## src/rtl/acc_pkg.sv

```systemverilog
// rtl/acc_pkg.sv - shared widths, opcodes and FSM state encodings for the accumulator core
package acc_pkg;

  localparam int ADDR_W = 13;
  localparam int DATA_W = 16;

  localparam logic [2:0] OP_ADD = 3'b000;
  localparam logic [2:0] OP_SUB = 3'b001;
  localparam logic [2:0] OP_AND = 3'b010;
  localparam logic [2:0] OP_HLT = 3'b011;
  localparam logic [2:0] OP_LDA = 3'b100;
  localparam logic [2:0] OP_STA = 3'b101;
  localparam logic [2:0] OP_JMP = 3'b110;
  localparam logic [2:0] OP_JZ  = 3'b111;

  localparam logic [2:0] S_IDLE   = 3'd0;
  localparam logic [2:0] S_FETCH  = 3'd1;
  localparam logic [2:0] S_DECODE = 3'd2;
  localparam logic [2:0] S_MEMRD  = 3'd3;
  localparam logic [2:0] S_EXEC   = 3'd4;
  localparam logic [2:0] S_MEMWR  = 3'd5;
  localparam logic [2:0] S_HALT   = 3'd6;

endpackage

```

## src/rtl/acc_alu.sv

```systemverilog
// rtl/acc_alu.sv - accumulator arithmetic; a is ACC, b is the memory operand
module acc_alu
  import acc_pkg::*;
#(
  parameter int DATA_W = acc_pkg::DATA_W
) (
  input  logic [2:0]        op,
  input  logic [DATA_W-1:0] a,
  input  logic [DATA_W-1:0] b,
  output logic [DATA_W-1:0] y
);

  always_comb begin
    y = a;
    case (op)
      OP_ADD:  y = a + b;
      OP_SUB:  y = a - b;
      OP_AND:  y = a & b;
      OP_LDA:  y = b;
      default: y = a;
    endcase
  end

endmodule

```

## src/rtl/acc_core_ctrl.sv

```systemverilog
// rtl/acc_core_ctrl.sv - multi-cycle accumulator CPU controller on a unified word memory
module acc_core_ctrl
  import acc_pkg::*;
#(
  parameter int ADDR_W = acc_pkg::ADDR_W,
  parameter int DATA_W = acc_pkg::DATA_W
) (
  input  logic              clk,
  input  logic              rst,
  input  logic              start,
  output logic              mem_read,
  output logic              mem_write,
  output logic [ADDR_W-1:0] address,
  output logic [DATA_W-1:0] write_data,
  input  logic [DATA_W-1:0] read_data,
  output logic              busy,
  output logic              halted,
  output logic [DATA_W-1:0] acc_out
);

  logic [2:0]        state_q, state_d;
  logic [ADDR_W-1:0] pc_q, pc_d;
  logic [DATA_W-1:0] ir_q, ir_d;
  logic [DATA_W-1:0] mdr_q, mdr_d;
  logic [DATA_W-1:0] acc_q, acc_d;
  logic [DATA_W-1:0] alu_y;
  logic [2:0]        ir_op;
  logic [ADDR_W-1:0] ir_addr;

  assign ir_op   = ir_q[DATA_W-1 -: 3];
  assign ir_addr = ir_q[ADDR_W-1:0];

  acc_alu #(.DATA_W(DATA_W)) u_alu (
    .op (ir_op),
    .a  (acc_q),
    .b  (mdr_q),
    .y  (alu_y)
  );

  always_comb begin
    state_d = state_q;
    pc_d    = pc_q;
    ir_d    = ir_q;
    mdr_d   = mdr_q;
    acc_d   = acc_q;
    case (state_q)
      S_IDLE: begin
        if (start) begin
          pc_d    = '0;
          state_d = S_FETCH;
        end
      end
      S_FETCH: begin
        ir_d    = read_data;
        pc_d    = pc_q + ADDR_W'(1);
        state_d = S_DECODE;
      end
      S_DECODE: begin
        case (ir_op)
          OP_ADD, OP_SUB, OP_AND, OP_LDA: state_d = S_MEMRD;
          OP_STA: state_d = S_MEMWR;
          OP_JMP: begin
            pc_d    = ir_addr;
            state_d = S_FETCH;
          end
          OP_JZ: begin
            if (acc_q == '0) pc_d = ir_addr;
            state_d = S_FETCH;
          end
          default: state_d = S_HALT;
        endcase
      end
      S_MEMRD: begin
        mdr_d   = read_data;
        state_d = S_EXEC;
      end
      S_EXEC: begin
        acc_d   = alu_y;
        state_d = S_FETCH;
      end
      S_MEMWR: state_d = S_FETCH;
      S_HALT:  state_d = S_HALT;
      default: state_d = S_IDLE;
    endcase
  end

  // Strobes come from state alone, so an async reset drops a pending write before its edge.
  always_comb begin
    mem_read  = (state_q == S_FETCH) || (state_q == S_MEMRD);
    mem_write = (state_q == S_MEMWR);
    address   = '0;
    if (state_q == S_FETCH) begin
      address = pc_q;
    end else if ((state_q == S_MEMRD) || (state_q == S_MEMWR)) begin
      address = ir_addr;
    end
  end

  assign write_data = acc_q;
  assign acc_out    = acc_q;
  assign busy       = (state_q != S_IDLE) && (state_q != S_HALT);
  assign halted     = (state_q == S_HALT);

  always_ff @(posedge clk or negedge rst) begin
    if (!rst) begin
      state_q <= S_IDLE;
      pc_q    <= '0;
      ir_q    <= '0;
      mdr_q   <= '0;
      acc_q   <= '0;
    end else begin
      state_q <= state_d;
      pc_q    <= pc_d;
      ir_q    <= ir_d;
      mdr_q   <= mdr_d;
      acc_q   <= acc_d;
    end
  end

endmodule

```

## config.mk

```make
export PLATFORM = sky130hd
export DESIGN_NAME = acc_core_ctrl
export DESIGN_NICKNAME = d
export VERILOG_FILES = /design/src/rtl/acc_pkg.sv /design/src/rtl/acc_alu.sv /design/src/rtl/acc_core_ctrl.sv
export SDC_FILE = /design/constraint.sdc
export NUM_CORES = 1
export LEC_CHECK = 0
export BUFFER_PORTS_ARGS = -buffer_cell sky130_fd_sc_hd__buf_2
export CAP_MARGIN = 20
export CORE_MARGIN = 2
export CORE_UTILIZATION = 55
export DETAILED_ROUTE_END_ITERATION = 8
export GPL_TIMING_DRIVEN = 0
export PLACE_DENSITY = 0.86
export SYNTH_ARGS = -nofsm -noshare
export SYNTH_HDL_FRONTEND = slang
export SYNTH_SLANG_ARGS = --single-unit
```

## constraint.sdc

```tcl
create_clock -name clk -period 4.1 [get_ports clk]
set_input_delay 0.41 -clock clk [delete_from_list [all_inputs] [get_ports clk]]
set_output_delay 0.41 -clock clk [all_outputs]
set_load 0.02 [all_outputs]
```

==> qor.csv <==
metric,value,unit
status,"finished, final reports clean",
cts_sinks,64,
mostFrequentLayoutCell,nand2_1,
drc,0,
cts_buffer_depth,2,
hold_viol_final,0,
antenna_cells,0,
tns,0,ns
syn_nets,592,
die_x,94.6,µm
clkLatencyLatePin,0.35,ns
fillCellCount,697,
seqCellArea,1600,µm²
yosys.area.top_type,dfrtp_1,
multiInputGateArea,2660,µm²
tightest_slew,0.851,ns
grt_pass1_wl,20900,µm
ys_warn_count,0,
cts-root-buf,clkbuf_8,
setup_viol,0,
crit_fanout,10,
synth.distinct_cells,59,
gp_congestion,0.947,
worstPathArrival,3.98,ns
start_kind,flip-flop,
skew,0.00646,ns
cts.clk_slew.worst_paths,0.08,ns
start_util,55.8,%
final_cell_mix,"88 x nand2_1, 67 x buf_2, 64 x dfrtp_1, 63 x o21ai_0, 58 x nor2_1",
die_h,94.6,µm
syn_to_final_growth,14.9,%
track_usage,29.7,%
end_kind,flip-flop,
relSlewSlack,42.6,%
ys_seq_area_share,35.4,%
required,4.35,ns
wirelength,12700,µm
drtPass1Iterations,6,
io_buffers,67,
avgSynthCellArea,8.16,µm²
whs,0.144,ns
synth-edff-count,0,
holdCritPathClass,in2async,
synthCells,554,
cts_buffers,9,
final_nets,670,
wl_per_cell,17.1,µm
grt_pass1_vias,4323,
synthTopCellsByArea,"dfrtp_1 35%, nand2_1 7.3%, o21ai_0 7.0%, ha_1 5.0%, nor2_1 4.8%",
antenna_found_initial,0,
fp.dieArea,8960,µm²
rows,33,
yosys.area.top_type_share,35.4,%
grt-ovfl-total,0,
min_period,3.73,ns
max_freq,268,MHz
num_io_pins,68,
syn_area,4520,µm²
ys.flop_type,dfrtp_1,
ys_seq_elements,64,
via_count,4491,
htreeDepth,3,
viasPerCell,6.05,
drv_cap,0,
synth-async-reset-ratio,100,%
critPathKind,reg2reg,
ant_nets,0,
grt_max_degree,65,
post-dp-hpwl,9400,µm
drv_slew,0,
min_period_over_period,90.9,%
drive_gt1_share,19.5,%
cts_setup_buffers,0,
drt_iter0_drc,280,
rsz0062_at_grt,false,
cts_tree,built,
core-area,8090,µm²
-- sequential cells by signal, indices dropped and copies added, names as in the netlist --
signal   flops
state_q      3
mdr_q       16
ir_q        16
acc_out     16
pc_q        13
-- per-stage QoR --
step                      area (µm²)  std cells  setup WS, ns  utilization, %
after global routing            5190        742         0.165            64.2
after detailed placement        4990        726        0.0188            61.6
after CTS                       5190        742        0.0705            64.1
final                           5190        742         0.373            64.2
after floorplan                 4520        554         0.929               -
after global placement          4990        726         0.103            61.6
-- logic make-up (layout without fill, tap and decap cells) --
family / Yosys count / in the layout / share of synthesized area (%)
DFF: 64 / 64 / 35.4
buffers and inverters: 54 / 137 / 5.84
xor gates and xnor gates: 26 / 26 / 5.20
and+or+nand+nor: 207 / 207 / 20.8
adders and majority gates: 19 / 19 / 5.43
AOI/OAI and AO/OA: 166 / 166 / 22.8
muxes: 18 / 18 / 4.43
-- synth_stat cells (2+ instances only) --
cell type	count
o31a_1	2
nand4_1	2
dfrtp_1	64
a21oi_1	34
a22o_1	10
nand2_1	88
ha_1	18
inv_1	12
mux2i_1	2
o21a_1	4
nor2b_1	5
a22oi_1	8
xor2_1	12
a21o_1	7
nor4_1	8
o211ai_1	3
nor3b_1	2
o22ai_1	6
o31ai_1	2
clkbuf_1	22
or4_1	2
nand3_1	4
xnor2_1	13
mux2_2	16
a31o_2	2
a31oi_1	6
a211oi_1	4
buf_4	16
nor2_1	58
and3_1	13
o21ai_0	63
nand2b_1	7
buf_1	2
o32a_1	2
and2_1	4
a221oi_1	2
nor3_1	7
-- layout make-up --
cell class                 instances  area share (%)
sequential                        64            30.8
clock buffer                      10            2.46
clock inverter                     6            1.33
buffer                            41            4.17
multi-input combinational        436            51.2
tap                              105            2.53
timing repair buffer              67            6.51
inverter                          13           0.940
-- path summary, 6_finish.rpt --
kind	start	end	slack, ns	cells past startpoint
max in group asynchronous	rst	pc_q[6]	3.42	1
hold reg to reg	ir_q[9]	ir_q[9]	0.52	2
min in group clk	read_data[15]	ir_q[15]	0.28	3
hold / removal	rst	acc_out[4]	0.14	1
setup / recovery	ir_q[13]	acc_out[14]	0.37	12
setup reg to reg	ir_q[13]	acc_out[14]	0.37	12
-- timing repair --
action | CTS | global route
hold buffers | 0 | 0
endpoints found under the setup margin | 1 | 2
resized for setup | 1 | 3
pin swaps | 0 | 0
-- worst max-delay path: stages (launching register included) --
cell and delay, ns:
dfrtp_1 0.41, clkbuf_1 0.39, clkbuf_2 0.34, nand2_1 0.26, nor2_1 0.16, a21oi_1 0.09, fa_1 0.45, a21o_1 0.22
a2111oi_2 0.51, o31ai_1 0.19, o21ai_0 0.22, xor2_1 0.09, a221oi_1 0.30
-- routing by layer --
| metal | part of all wire [%] | wire (µm) | up-vias | track usage (%) |
|---|---|---|---|---|
| li1 | - | - | 2121 | - |
| met1 | 41 | 5210 | 2134 | 37.5 |
| met2 | 50 | 6320 | 212 | 50.7 |
| met3 | 7.3 | 921 | 24 | 4.87 |
| met4 | 1.9 | 241 | 0 | 11.8 |
| met5 | 0 | 0 | - | 0 |
Power is left out: the tool's default activity adds up to more than one toggle a clock period on the data nets, which glitch-free logic cannot reach.
